$ cat config.mk
export PLATFORM = sky130hd
export DESIGN_NAME = fpu_wb_select_flat
export DESIGN_NICKNAME = d
export VERILOG_FILES = /design/src/rtl/fpu_wb_select_pkg.sv /design/src/rtl/fpu_wb_select_if.sv /design/src/rtl/fpu_wb_select_wait_timer.sv /design/src/rtl/fpu_wb_select.sv /design/src/flat_wrapper.sv
export SDC_FILE = /design/constraint.sdc
export NUM_CORES = 1
export LEC_CHECK = 0
export CAP_MARGIN = 30
export CORE_AREA = 2 2 122 124
export CTS_BUF_LIST = sky130_fd_sc_hd__clkbuf_8
export DETAILED_ROUTE_END_ITERATION = 10
export DIE_AREA = 0 0 124 126
export GPL_TIMING_DRIVEN = 0
export PLACE_DENSITY_LB_ADDON = 0.1
export SETUP_SLACK_MARGIN = 0.3
export SLEW_MARGIN = 10
export SYNTH_ARGS = -nofsm -noshare
export SYNTH_HDL_FRONTEND = slang
export SYNTH_SLANG_ARGS = --single-unit
$ cat constraint.sdc
create_clock -name clk -period 3.7 [get_ports clk]
set_input_delay 1.11 -clock clk [delete_from_list [all_inputs] [get_ports clk]]
set_output_delay 1.11 -clock clk [all_outputs]
set_load 0.05 [all_outputs]
$ cat src/rtl/fpu_wb_select_pkg.sv
// Shared types and source-code constants for the FPU write-back selector.
package fpu_wb_pkg;

  typedef enum logic [1:0] {
    IDLE  = 2'd0,
    WAIT  = 2'd1,
    WRITE = 2'd2
  } wb_state_t;

  localparam int SEL_NONE = 0;

  // Default mapping of select codes to functional units (code = source index + 1).
  localparam int ADD  = 1;
  localparam int SUB  = 2;
  localparam int MUL  = 3;
  localparam int NEG  = 4;
  localparam int ABS  = 5;
  localparam int SINE = 6;
  localparam int SRAM = 7;
  localparam int MOV  = 8;

endpackage

$ cat src/rtl/fpu_wb_select_if.sv
// Issue / source-result / register-file write bundle for the write-back selector.
interface fpu_wb_select_if
  import fpu_wb_pkg::*;
#(
  parameter int DATA_W = 32,
  parameter int N_SRC  = 8,
  parameter int SEL_W  = 4,
  parameter int ADDR_W = 4
);

  logic                     issue;
  logic [SEL_W-1:0]         issue_sel;
  logic [ADDR_W-1:0]        issue_addr;
  logic [N_SRC-1:0]         src_valid;
  logic [N_SRC*DATA_W-1:0]  src_data;
  logic                     wr_en;
  logic [ADDR_W-1:0]        wr_addr;
  logic [DATA_W-1:0]        wr_data;
  logic                     busy;
  logic                     done;
  logic                     err;

  // Master: issuer plus functional units; slave: the selector itself.
  modport master (
    output issue, issue_sel, issue_addr, src_valid, src_data,
    input  wr_en, wr_addr, wr_data, busy, done, err
  );

  modport slave (
    input  issue, issue_sel, issue_addr, src_valid, src_data,
    output wr_en, wr_addr, wr_data, busy, done, err
  );

endinterface

$ cat src/rtl/fpu_wb_select_wait_timer.sv
// Clear/enable wait counter; terminal is high once the count has reached TIMEOUT.
module wb_wait_timer
  import fpu_wb_pkg::*;
#(
  parameter int TIMEOUT = 15
) (
  input  logic clk,
  input  logic n_rst,
  input  logic clear,
  input  logic enable,
  output logic terminal
);

  localparam int CNT_W = (TIMEOUT > 0) ? $clog2(TIMEOUT + 1) : 1;

  logic [CNT_W-1:0] count_reg;

  assign terminal = (count_reg == CNT_W'(TIMEOUT));

  // Saturates at TIMEOUT so terminal stays asserted until the next clear.
  always_ff @(posedge clk) begin
    if (!n_rst) begin
      count_reg <= '0;
    end else if (clear) begin
      count_reg <= '0;
    end else if (enable && !terminal) begin
      count_reg <= count_reg + CNT_W'(1);
    end
  end

endmodule

$ cat src/rtl/fpu_wb_select.sv
// Handshaked write-back selector: waits for the chosen unit's valid, captures its
// result and issues one registered register-file write, with a wait timeout.
module fpu_wb_select
  import fpu_wb_pkg::*;
#(
  parameter int DATA_W  = 32,
  parameter int N_SRC   = 8,
  parameter int SEL_W   = 4,
  parameter int ADDR_W  = 4,
  parameter int TIMEOUT = 15
) (
  input  logic            clk,
  input  logic            n_rst,
  fpu_wb_select_if.slave  bus
);

  localparam int IDX_W  = (N_SRC > 1) ? $clog2(N_SRC) : 1;
  localparam int BASE_W = (N_SRC * DATA_W > 1) ? $clog2(N_SRC * DATA_W) : 1;
  localparam logic [SEL_W-1:0] MAX_CODE = SEL_W'(N_SRC);

  wb_state_t         state_reg;
  logic [IDX_W-1:0]  idx_reg;
  logic [ADDR_W-1:0] addr_reg;
  logic [ADDR_W-1:0] wr_addr_reg;
  logic [DATA_W-1:0] wr_data_reg;
  logic              wr_en_reg;
  logic              busy_reg;
  logic              done_reg;
  logic              err_reg;

  logic              code_none;
  logic              code_ok;
  logic              accept;
  logic              sel_valid;
  logic [BASE_W-1:0] sel_base;
  logic [DATA_W-1:0] sel_data;
  logic              timer_en;
  logic              timer_term;

  assign code_none = (bus.issue_sel == SEL_W'(SEL_NONE));
  assign code_ok   = !code_none && (bus.issue_sel <= MAX_CODE);
  // The done cycle of a write still accepts a new request; only WAIT drops issues.
  assign accept    = bus.issue && (state_reg != WAIT) && code_ok;

  assign sel_valid = bus.src_valid[idx_reg];
  assign sel_base  = BASE_W'(idx_reg) * BASE_W'(DATA_W);
  assign sel_data  = bus.src_data[sel_base +: DATA_W];
  assign timer_en  = (state_reg == WAIT) && !sel_valid;

  wb_wait_timer #(
    .TIMEOUT (TIMEOUT)
  ) u_timer (
    .clk      (clk),
    .n_rst    (n_rst),
    .clear    (accept),
    .enable   (timer_en),
    .terminal (timer_term)
  );

  always_ff @(posedge clk) begin
    if (!n_rst) begin
      state_reg   <= IDLE;
      idx_reg     <= '0;
      addr_reg    <= '0;
      wr_addr_reg <= '0;
      wr_data_reg <= '0;
      wr_en_reg   <= 1'b0;
      busy_reg    <= 1'b0;
      done_reg    <= 1'b0;
      err_reg     <= 1'b0;
    end else begin
      wr_en_reg <= 1'b0;
      done_reg  <= 1'b0;
      err_reg   <= 1'b0;
      case (state_reg)
        WAIT: begin
          // Valid takes priority over a coinciding timeout.
          if (sel_valid) begin
            wr_data_reg <= sel_data;
            wr_addr_reg <= addr_reg;
            wr_en_reg   <= 1'b1;
            done_reg    <= 1'b1;
            state_reg   <= WRITE;
          end else if (timer_term) begin
            done_reg  <= 1'b1;
            err_reg   <= 1'b1;
            busy_reg  <= 1'b0;
            state_reg <= IDLE;
          end
        end
        default: begin
          state_reg <= IDLE;
          busy_reg  <= 1'b0;
          if (bus.issue) begin
            if (code_none) begin
              done_reg <= 1'b1;
            end else if (code_ok) begin
              idx_reg   <= IDX_W'(bus.issue_sel - SEL_W'(1));
              addr_reg  <= bus.issue_addr;
              busy_reg  <= 1'b1;
              state_reg <= WAIT;
            end else begin
              done_reg <= 1'b1;
              err_reg  <= 1'b1;
            end
          end
        end
      endcase
    end
  end

  assign bus.wr_en   = wr_en_reg;
  assign bus.wr_addr = wr_addr_reg;
  assign bus.wr_data = wr_data_reg;
  assign bus.busy    = busy_reg;
  assign bus.done    = done_reg;
  assign bus.err     = err_reg;

endmodule
$ cat src/flat_wrapper.sv
// flat-port wrapper written by rule: the top's interface ports become plain ports
module fpu_wb_select_flat import fpu_wb_pkg::*;
#(
  parameter int DATA_W  = 32,
  parameter int N_SRC   = 8,
  parameter int SEL_W   = 4,
  parameter int ADDR_W  = 4,
  parameter int TIMEOUT = 15
)
  (clk, n_rst, bus_issue, bus_issue_sel, bus_issue_addr, bus_src_valid, bus_src_data, bus_wr_en, bus_wr_addr, bus_wr_data, bus_busy, bus_done, bus_err);
  fpu_wb_select_if #(.DATA_W(DATA_W), .N_SRC(N_SRC), .SEL_W(SEL_W), .ADDR_W(ADDR_W)) bus_i ();
  input  logic clk;
  input  logic n_rst;
  input wire logic [$bits(bus_i.issue)-1:0] bus_issue;
  input wire logic [$bits(bus_i.issue_sel)-1:0] bus_issue_sel;
  input wire logic [$bits(bus_i.issue_addr)-1:0] bus_issue_addr;
  input wire logic [$bits(bus_i.src_valid)-1:0] bus_src_valid;
  input wire logic [$bits(bus_i.src_data)-1:0] bus_src_data;
  output wire logic [$bits(bus_i.wr_en)-1:0] bus_wr_en;
  output wire logic [$bits(bus_i.wr_addr)-1:0] bus_wr_addr;
  output wire logic [$bits(bus_i.wr_data)-1:0] bus_wr_data;
  output wire logic [$bits(bus_i.busy)-1:0] bus_busy;
  output wire logic [$bits(bus_i.done)-1:0] bus_done;
  output wire logic [$bits(bus_i.err)-1:0] bus_err;
  assign bus_i.issue = bus_issue;
  assign bus_i.issue_sel = bus_issue_sel;
  assign bus_i.issue_addr = bus_issue_addr;
  assign bus_i.src_valid = bus_src_valid;
  assign bus_i.src_data = bus_src_data;
  assign bus_wr_en = bus_i.wr_en;
  assign bus_wr_addr = bus_i.wr_addr;
  assign bus_wr_data = bus_i.wr_data;
  assign bus_busy = bus_i.busy;
  assign bus_done = bus_i.done;
  assign bus_err = bus_i.err;
  fpu_wb_select #(.DATA_W(DATA_W), .N_SRC(N_SRC), .SEL_W(SEL_W), .ADDR_W(ADDR_W), .TIMEOUT(TIMEOUT)) u_core (.clk(clk), .n_rst(n_rst), .bus(bus_i));
endmodule
==> results of run 1 <==
[final cells by class]
type / count / area [µm²] / area share
well taps: 184 / 230 / 0.0299
flip-flops and latches: 53 / 1060 / 0.138
multi-input cells: 272 / 2870 / 0.373
clock buffers: 6 / 82.6 / 0.0107
repair buffers: 313 / 3130 / 0.407
plain buffers: 38 / 267 / 0.0347
clock inverters: 2 / 33.8 / 0.00439
inverters: 3 / 11.3 / 0.00146
[through the flow]
stage	utilization	total power, W	hold WS [ns]	instance area [µm²]
finish	0.537	0.00189	0.452	7690
global route	0.537	0.00197	0.469	7690
CTS	0.537	0.00190	0.456	7690
detailed placement	0.529	0.00149	0.442	7570
global placement	0.529	0.00149	0.436	7570
floorplan	-	0.00107	0.435	4210
[how the worst min path moves through the flow]
| stage | from | to | slack, ns | cells past startpoint |
|---|---|---|---|---|
| 3_3_place_gp | u_core.bus.wr_data[5]$_SDFFE_PN0P_ | u_core.bus.wr_data[5]$_SDFFE_PN0P_ | 0.44 | 2 |
| 3_5_place_dp | u_core.bus.wr_data[7]$_SDFFE_PN0P_ | u_core.bus.wr_data[7]$_SDFFE_PN0P_ | 0.44 | 2 |
| 4_1_cts | u_core.bus.wr_data[7]$_SDFFE_PN0P_ | u_core.bus.wr_data[7]$_SDFFE_PN0P_ | 0.46 | 2 |
| 2_1_floorplan | u_core.addr_reg[0]$_SDFFE_PN0P_ | u_core.addr_reg[0]$_SDFFE_PN0P_ | 0.44 | 2 |
| 6_report | u_core.bus.wr_data[6]$_SDFFE_PN0P_ | u_core.bus.wr_data[6]$_SDFFE_PN0P_ | 0.45 | 2 |
| 5_1_grt | u_core.bus.wr_data[15]$_SDFFE_PN0P_ | u_core.bus.wr_data[15]$_SDFFE_PN0P_ | 0.47 | 2 |
[critical path: cells and delay by family]
family	cells	cell delay, ns
AOI/OAI and AO/OA	1	0.16
xor gates and xnor gates	1	0.22
adders and majority gates	1	0.19
and+or+nand+nor	3	0.46
buffers and inverters	3	0.88
[cells in the mapped netlist, types with 2 or more instances]
cell and number:
inv_1 3, and3_1 4, buf_6 2, or2_1 2, nand2b_1 5, buf_12 4, a21boi_1 6, buf_4 5
mux4_2 39, mux2_2 33, and2_1 2, a31oi_1 2, nand2_1 50, mux2i_1 3, nand3_2 3, nand3_1 38
buf_2 11, o21ai_2 3, mux4_1 25, ha_1 2, dfxtp_1 53, o21ai_1 33, clkbuf_1 15, o211a_1 3
nor2_1 3, mux2_1 2
[layer usage]
layer / GRT usage / part of all wire / up-vias
met3: 0.0557 / 0.092 / 26
met4: 0.0780 / 0.029 / 0
met5: 0 / 0 / -
li1: - / - / 2073
met2: 0.408 / 0.51 / 214
met1: 0.236 / 0.37 / 2052
[power by group]
group	internal [W]	total (W)	switching, W
logic	0.000532	0.000860	0.000328
registers	0.000598	0.000612	0.0000144
clock network	0.000218	0.000415	0.000197
[kinds of logic after synthesis]
group / after synthesis / synth area share
simple gates: 113 / 0.130
mux: 102 / 0.466
compound gates: 54 / 0.0788
flops: 53 / 0.252
buf+inv: 41 / 0.0660
fa+ha+maj: 2 / 0.00594
xor+xnor: 1 / 0.00208
==> results.py, run 1 <==
metrics = {
    "grt": {
        "antenna_found_initial": 0,
        "grt_max_degree": 16,
        "grt_pass1_vias": 4843,
        "overflow": 0,
        "grtUsageTotal": 0.219,
        "grt_pass1_wl_um": 25800,
    },
    "layout": {
        "fill_cells": 1272,
        "layout-drive-gt1-share": 0.160,
        "fin_cells": 871,
        "n_antenna_cell": 0,
        "final_cell_mix": "313 x clkdlybuf4s50_1, 53 x dfxtp_1, 50 x nand2_1",
        "nNetsFinal": 963,
        "area_delta_synth_final_pct": 82.7,
        "layout_commonest_cell": "clkdlybuf4s50_1",
        "largest_reg_flops": 32,
    },
    "sta": {
        "slew_viol_final": 0,
        "setup-tns-final_ns": 0,
        "fin_ws_ns": 0.890,
        "setup_viol": 0,
        "finalHoldViolCount": 0,
        "rsz0062_at_grt": "no",
        "period_needed_ns": 2.81,
        "period_share": 0.759,
        "fin_skew_ns": 0.00944,
        "slew_headroom": 0.566,
        "tightest_slew_ns": 0.651,
        "max_freq_mhz": 356,
    },
    "drt": {
        "num_vias": 4365,
        "remaining_drc_errors": 0,
        "drt-total-wl_um": 17500,
        "viasPerCell": 5.01,
        "dr.pass1.iters": 4,
        "antenna_left": 0,
        "wl_per_cell_um": 20.1,
        "drt_iter0_drc": 190,
    },
    "logic_synthesis": {
        "synth_edf_count": 0,
        "ys_warn_count": 0,
        "postSynthAreaPerCell_um2": 11.5,
        "yosysTopAreaCell": "dfxtp_1",
        "synth_cell_types": 41,
        "yosys-top-cells-area": "dfxtp_1 25%, mux4_2 21%, mux4_1 16%, mux2_2 8.8%, nand3_1 4.5%",
        "synth_seq_cells": 53,
        "ys_async_sr_fraction": 0,
        "synthCells": 366,
        "yosys.area.top_type_share": 0.252,
        "ys.flop_type": "dfxtp_1",
        "synth-seq-area-share": 0.252,
        "synth_area_um2": 4210,
        "synth.net_count": 643,
    },
    "cts": {
        "clock_path_buffers": 2,
        "cts_tree": "built",
        "cts_num_sinks": 53,
        "htree_levels": 2,
        "cts_made_buffers": 5,
        "post_cts_resize_count": 0,
        "post_cts_buffers": 0,
        "insertion_delay_ns": 0.31,
        "clockRootBuffer": "clkbuf_8",
        "ctsHoldBuffers": 0,
        "clkSlewWorstSetupHoldPaths_ns": 0.10,
    },
    "critical_path": {
        "start_kind": "input port",
        "r2r_cells": 6,
        "cp_max_fo": 10,
        "rr_endpoint": "u_core.bus.wr_data[13]$_SDFFE_PN0P_",
        "crit_required_ns": 3.91,
        "crit_path_end": "u_core.idx_reg[1]$_SDFFE_PN0P_",
        "cp-end-kind": "flip-flop",
        "rrSetupSlack_ns": 1.48,
        "r2r_start": "u_core.idx_reg[1]$_SDFFE_PN0P_",
        "crit_arrival_ns": 3.02,
        "crit_type": "input port to flip-flop",
        "cp_slowest_stage_delay_ns": 0.48,
        "cp_slowest_cell": "clkdlybuf4s50_1",
        "critPathLaunch": "bus_issue_sel[0]",
        "cp_cell_sequence": "clkdlybuf4s50_1 > inv_1 > ha_1 > nand2b_1 > xor2_1 > and3_1 > clkbuf_1 > nand2_1 > o211a_1",
    },
    "min_path": {
        "hp-class": "flip-flop to flip-flop",
    },
    "floorplan": {
        "fp.dieW_um": 124,
        "std_cell_rows": 44,
        "die_y_um": 126,
        "io_pins": 315,
        "core_um2": 14300,
        "initial_core_util": 0.294,
        "dieArea_um2": 15600,
    },
    "place": {
        "dp_hpwl_um": 14700,
        "place_congestion": 0.863,
        "io_buffers": 313,
        "preCtsSetupSlack_ns": 0.580,
        "place_inst": 863,
    },
    "status": {
        "status": "finished, final reports clean",
    },
    "power": {
        "vdd_drop_max_mv": 0.144,
        "leakagePower_nw": 2.74,
        "power_density_nw_per_um2": 245,
    },
    "job": {
        "maxCapViolations": 0,
    },
}
(Power assumes the default switching activity.)
==> run 2: changes to the inputs <==
- CORE_AREA: 2 2 122 124 -> 2 2 123 125
- DIE_AREA: 0 0 124 126 -> 0 0 125 127
- clock period: 3.7 -> 2.8 ns (I/O delays scaled with it)
==> run 2 against run 1 <==
Effect of this change:
- sequential power up 32%
- combinational power is 33% higher
- cell area shrank 0.37%
- non-clock buffer count did not move
- via count grew 0.16%
- core utilization fell by 0.61 points
- sequential share of layout area rose by 0.052 points
- clock power up 5.1%
- clock skew fell by 0.0018 ns
- power up 26%
- worst setup slack lost 0.47 ns
- clock-buffer cell count is the same
- critical path type is now flip-flop to output port
- critical endpoint is now bus_wr_data[26]
==> results.py, run 2 (synthesis results as in run 1) <==
metrics = {
    "drt": {
        "dr.pass1.iters": 4,
        "drt-total-wl_um": 17300,
        "wl_per_cell_um": 19.9,
        "antenna_left": 0,
        "drt_iter0_drc": 137,
        "viasPerCell": 5.03,
        "remaining_drc_errors": 0,
        "num_vias": 4372,
    },
    "floorplan": {
        "core_um2": 14400,
        "die_y_um": 127,
        "initial_core_util": 0.292,
        "std_cell_rows": 44,
        "dieArea_um2": 15900,
        "io_pins": 315,
        "fp.dieW_um": 125,
    },
    "layout": {
        "final_cell_mix": "313 x clkdlybuf4s50_1, 53 x dfxtp_1, 50 x nand2_1",
        "n_antenna_cell": 0,
        "area_delta_synth_final_pct": 82.0,
        "layout-drive-gt1-share": 0.160,
        "nNetsFinal": 963,
        "largest_reg_flops": 32,
        "layout_commonest_cell": "clkdlybuf4s50_1",
    },
    "critical_path": {
        "rrSetupSlack_ns": 0.50,
        "path_delay_family": "buffers and inverters",
        "crit_type": "flip-flop to output port",
        "cp_max_fo": 2,
        "crit_arrival_ns": 1.54,
        "r2r_cells": 6,
        "cp_slowest_cell": "clkdlybuf4s50_1",
        "crit_required_ns": 1.96,
        "cp-end-kind": "output port",
        "r2r_start": "u_core.idx_reg[1]$_SDFFE_PN0P_",
        "cp_slowest_stage_delay_ns": 0.88,
        "start_kind": "flip-flop",
        "cp_num_buf_inv": 1,
        "rr_endpoint": "u_core.bus.wr_data[14]$_SDFFE_PN0P_",
        "cp_cell_sequence": "clkdlybuf4s50_1",
    },
    "power": {
        "p_comb_frac": 0.477,
        "power_density_nw_per_um2": 311,
        "p_sw_w": 0.000695,
        "p_int_w": 0.00169,
        "vdd_drop_max_mv": 0.192,
        "p_clk_frac": 0.183,
        "switching_share": 0.292,
        "seqPwrFrac": 0.340,
        "leakagePower_nw": 2.73,
        "total_power_w": 0.00238,
    },
    "place": {
        "dp_hpwl_um": 14700,
        "io_buffers": 313,
        "place_congestion": 0.845,
    },
    "min_path": {
        "hold_path_depth": 2,
        "hp-class": "flip-flop to flip-flop",
        "min_to": "u_core.bus.wr_data[14]$_SDFFE_PN0P_",
        "hold_start": "u_core.bus.wr_data[14]$_SDFFE_PN0P_",
    },
    "cts": {
        "cts_num_sinks": 53,
        "clkSlewWorstSetupHoldPaths_ns": 0.10,
        "clock_path_buffers": 2,
        "cts_tree": "built",
        "ctsHoldBuffers": 0,
        "htree_levels": 2,
        "post_cts_buffers": 0,
        "cts_made_buffers": 5,
        "clockRootBuffer": "clkbuf_8",
        "insertion_delay_ns": 0.30,
    },
    "sta": {
        "slew_viol_final": 0,
        "period_needed_ns": 2.38,
        "hold_ws_ns": 0.455,
        "period_share": 0.848,
        "finalHoldViolCount": 0,
        "slew_headroom": 0.530,
        "setup-tns-final_ns": 0,
        "tightest_slew_ns": 0.704,
        "rsz0062_at_grt": "yes",
        "max_freq_mhz": 421,
        "setup_viol": 0,
        "fin_skew_ns": 0.00766,
    },
    "grt": {
        "overflow": 0,
        "grt_pass1_vias": 4891,
        "grt_max_degree": 15,
        "grt_pass1_wl_um": 26800,
        "grtUsageTotal": 0.217,
        "antenna_found_initial": 0,
    },
    "status": {
        "status": "finished, final reports clean",
    },
    "job": {
        "maxCapViolations": 0,
    },
}
## run 2: how the worst max path moves through the flow
stage | slack, ns | from | depth (start not counted) | to
final | 0.42 | u_core.bus.wr_data[26]$_SDFFE_PN0P_ | 1 | bus_wr_data[26]
after global routing | 0.29 | bus_issue_sel[0] | 8 | u_core.u_timer.count_reg[0]$_SDFFE_PP0P_
after CTS | 0.32 | bus_issue_sel[0] | 9 | u_core.idx_reg[1]$_SDFFE_PN0P_
after detailed placement | -0.006 | bus_issue_sel[0] | 9 | u_core.idx_reg[1]$_SDFFE_PN0P_
after global placement | 0.01 | bus_issue_sel[0] | 9 | u_core.idx_reg[1]$_SDFFE_PN0P_
after floorplan | 0.69 | bus_issue_sel[0] | 8 | u_core.idx_reg[1]$_SDFFE_PN0P_
## run 2: timing repair
action	4_1_cts	5_1_grt
setup endpoints to repair	0	9
gates resized for setup	0	2
hold endpoints to repair	0	0
## run 2: power groups by stage
| stage | Sequential (W) | Clock, W | Combinational, W |
|---|---|---|---|
| 3_5_place_dp | 0.000827 | 0 | 0.00115 |
| 5_1_grt | 0.000814 | 0.000480 | 0.00121 |
| 2_1_floorplan | 0.000916 | 0 | 0.000493 |
| 6_report | 0.000809 | 0.000436 | 0.00114 |
| 4_1_cts | 0.000809 | 0.000452 | 0.00115 |
| 3_3_place_gp | 0.000825 | 0 | 0.00113 |
## run 2: cell type report
type / instances / area [µm²]
Fill cell: 1312 / 6760
Sequential cell: 53 / 1060
Inverter: 3 / 11.3
Multi-Input combinational cell: 272 / 2870
Buffer: 38 / 268
Clock inverter: 1 / 3.75
Timing Repair Buffer: 313 / 3130
Tap cell: 184 / 230
Clock buffer: 6 / 82.6
## run 2: metal layers
metal  global-route usage  up-vias  wire (µm)
met5                    0        -          0
met4               0.0516        0        326
met3               0.0440       14       1130
met2                0.424      196       9290
met1                0.239     2089       6570
li1                     -     2073          -
## run 2: metrics by stage
step	cells	cell area (µm²)	setup slack (ns)	util
5_1_grt	870	7660	0.290	0.531
2_1_floorplan	366	4210	0.689	-
3_3_place_gp	863	7570	0.0115	0.525
3_5_place_dp	863	7570	-0.00650	0.525
4_1_cts	870	7660	0.315	0.531
6_report	870	7660	0.425	0.531
==> run 3: changes to the inputs <==
- clock period: 2.8 -> 2.3 ns (I/O delays scaled with it)
==> run 3 against run 2 <==
Effect of this change:
- global-route usage up 0.13 points
- first-iteration DRC count up 4.4%
- sequential share of layout area down 0.42 points
- critical path depth up 5
- largest cell class unchanged
- final cell count up 0.92%
- power up 24%
- hold slack worse by 0.0028 ns
- critical endpoint is now u_core.bus.done$_SDFF_PN0_
- critical path type is now input port to flip-flop
- flip-flop and latch count unchanged
- cell area up 3.1%
- clock-buffer cell count unchanged
- register-to-register slack worse by 0.12 ns
==> results.py, run 3 (synthesis results as in run 1) <==
metrics = {
    "floorplan": {
        "std_cell_rows": 44,
        "initial_core_util": 0.292,
        "io_pins": 315,
        "fp.dieW_um": 125,
        "die_y_um": 127,
        "dieArea_um2": 15900,
        "core_um2": 14400,
    },
    "power": {
        "leakagePower_nw": 3.05,
        "switching_share": 0.297,
        "power_density_nw_per_um2": 374,
        "vdd_drop_max_mv": 0.237,
        "p_sw_w": 0.000877,
        "seqPwrFrac": 0.333,
        "p_clk_frac": 0.181,
        "total_power_w": 0.00296,
        "p_int_w": 0.00208,
        "p_comb_frac": 0.486,
    },
    "drt": {
        "wl_per_cell_um": 20.1,
        "drt-total-wl_um": 17700,
        "drt_iter0_drc": 143,
        "remaining_drc_errors": 0,
        "dr.pass1.iters": 4,
        "viasPerCell": 5.09,
        "antenna_left": 0,
        "num_vias": 4467,
    },
    "sta": {
        "tightest_slew_ns": 0.597,
        "finalHoldViolCount": 0,
        "slew_viol_final": 0,
        "fin_skew_ns": 0.00953,
        "max_freq_mhz": 509,
        "period_share": 0.854,
        "setup_viol": 0,
        "period_needed_ns": 1.96,
        "slew_headroom": 0.604,
        "setup-tns-final_ns": 0,
        "rsz0062_at_grt": "yes",
    },
    "critical_path": {
        "crit_type": "input port to flip-flop",
        "cp-end-kind": "flip-flop",
        "start_kind": "input port",
        "r2r_start": "u_core.idx_reg[0]$_SDFFE_PN0P_",
        "cp_slowest_cell": "clkdlybuf4s50_1",
        "cp_num_buf_inv": 1,
        "crit_required_ns": 2.51,
        "cp_slowest_stage_delay_ns": 0.41,
        "cp_cell_sequence": "clkdlybuf4s50_1 > mux2_2 > o22ai_4 > o21ai_1 > or2_4 > and3_1",
        "cp_max_fo": 4,
        "crit_arrival_ns": 2.17,
        "critPathLaunch": "bus_src_valid[3]",
        "path_delay_family": "simple AND/OR/NAND/NOR gates",
    },
    "grt": {
        "grt_max_degree": 15,
        "grt_pass1_vias": 4926,
        "grtUsageTotal": 0.218,
        "overflow": 0,
        "antenna_found_initial": 0,
        "grt_pass1_wl_um": 27100,
    },
    "cts": {
        "htree_levels": 2,
        "ctsHoldBuffers": 0,
        "cts_num_sinks": 53,
        "clkSlewWorstSetupHoldPaths_ns": 0.10,
        "cts_tree": "built",
        "cts_made_buffers": 5,
        "insertion_delay_ns": 0.30,
        "clock_path_buffers": 2,
        "clockRootBuffer": "clkbuf_8",
    },
    "place": {
        "io_buffers": 313,
        "placed_cell_area_um2": 7570,
        "place_congestion": 0.845,
        "dp_hpwl_um": 14700,
    },
    "layout": {
        "area_delta_synth_final_pct": 87.7,
        "post-route-util": 0.548,
        "nNetsFinal": 970,
        "layout_commonest_cell": "clkdlybuf4s50_1",
        "final_cell_area_um2": 7900,
        "largest_reg_flops": 32,
        "layout-drive-gt1-share": 0.203,
        "fill_cells": 1302,
        "final_cell_mix": "267 x clkdlybuf4s50_1, 53 x dfxtp_1, 50 x nand2_1",
    },
    "min_path": {
        "hold_start": "u_core.bus.wr_data[14]$_SDFFE_PN0P_",
        "hp-class": "flip-flop to flip-flop",
    },
    "status": {
        "status": "finished, final reports clean",
    },
    "job": {
        "maxCapViolations": 0,
    },
}
-- run 3: changes by cell type in the layout (fill, tap and decap cells not counted), sizes merged --
| cell | previous run | this run |
|---|---|---|
| clkdlybuf4s50 | 313 | 267 |
| clkbuf | 21 | 26 |
| dlymetal6s2s | 0 | 4 |
| dlygate4sd2 | 0 | 42 |
| buf | 23 | 25 |
| diode | 0 | 1 |
-- run 3: layout make-up --
type	count	area (µm²)	share of cell area
clock inverter	1	3.75	0.000475
buffer	38	339	0.0429
sequential	53	1060	0.134
multi-input combinational	272	2970	0.376
clock buffer	6	82.6	0.0105
inverter	3	11.3	0.00143
antenna	1	2.50	0.000317
tap	184	230	0.0291
timing repair buffer	320	3200	0.405
-- run 3: path summary, 6_finish.rpt --
check,to,slack (ns),depth (start not counted)
worst max register to register,u_core.bus.wr_data[2]$_SDFFE_PN0P_,0.38,7
worst min-delay path,u_core.bus.wr_data[14]$_SDFFE_PN0P_,0.45,2
worst min register to register,u_core.bus.wr_data[14]$_SDFFE_PN0P_,0.45,2
worst max-delay path,u_core.bus.done$_SDFF_PN0_,0.34,6
-- run 3: what timing repair did --
item                                    in CTS  in global routing
gates resized for setup                     65                 35
pin swaps                                    4                  2
cloned                                       2                  3
endpoints found under the setup margin      90                 46
setup buffers                                1                  1
-- run 3: worst register-to-register path, delay by kind of cell (launching register included) --
| family | cells | cell delay (ns) |
|---|---|---|
| and+or+nand+nor | 1 | 0.08 |
| AOI/OAI and AO/OA | 1 | 0.06 |
| DFF | 1 | 0.34 |
| muxes | 2 | 0.86 |
| buffers and inverters | 3 | 0.48 |
-- run 3: power groups by stage --
| stage | Clock, W | Sequential [W] | Combinational [W] |
|---|---|---|---|
| 2_1_floorplan | 0 | 0.00112 | 0.000601 |
| 5_1_grt | 0.000584 | 0.000991 | 0.00153 |
| 4_1_cts | 0.000551 | 0.000984 | 0.00141 |
| 3_3_place_gp | 0 | 0.00100 | 0.00138 |
| 6_report | 0.000535 | 0.000984 | 0.00144 |
| 3_5_place_dp | 0 | 0.00101 | 0.00140 |
-- run 3: layer usage --
metal / wire length [µm] / vias to the layer above / global-route usage
li1: - / 2092 / -
met1: 6770 / 2159 / 0.243
met2: 9580 / 204 / 0.427
met3: 1110 / 12 / 0.0423
met4: 225 / 0 / 0.0471
met5: 0 / - / 0
-- run 3: through the flow --
stage / hold WS (ns) / worst slack (ns) / instances
3_3_place_gp: 0.438 / -0.339 / 863
5_1_grt: 0.474 / 0.273 / 877
2_1_floorplan: 0.435 / 0.339 / 366
4_1_cts: 0.455 / 0.301 / 873
6_report: 0.452 / 0.335 / 878
3_5_place_dp: 0.444 / -0.356 / 863
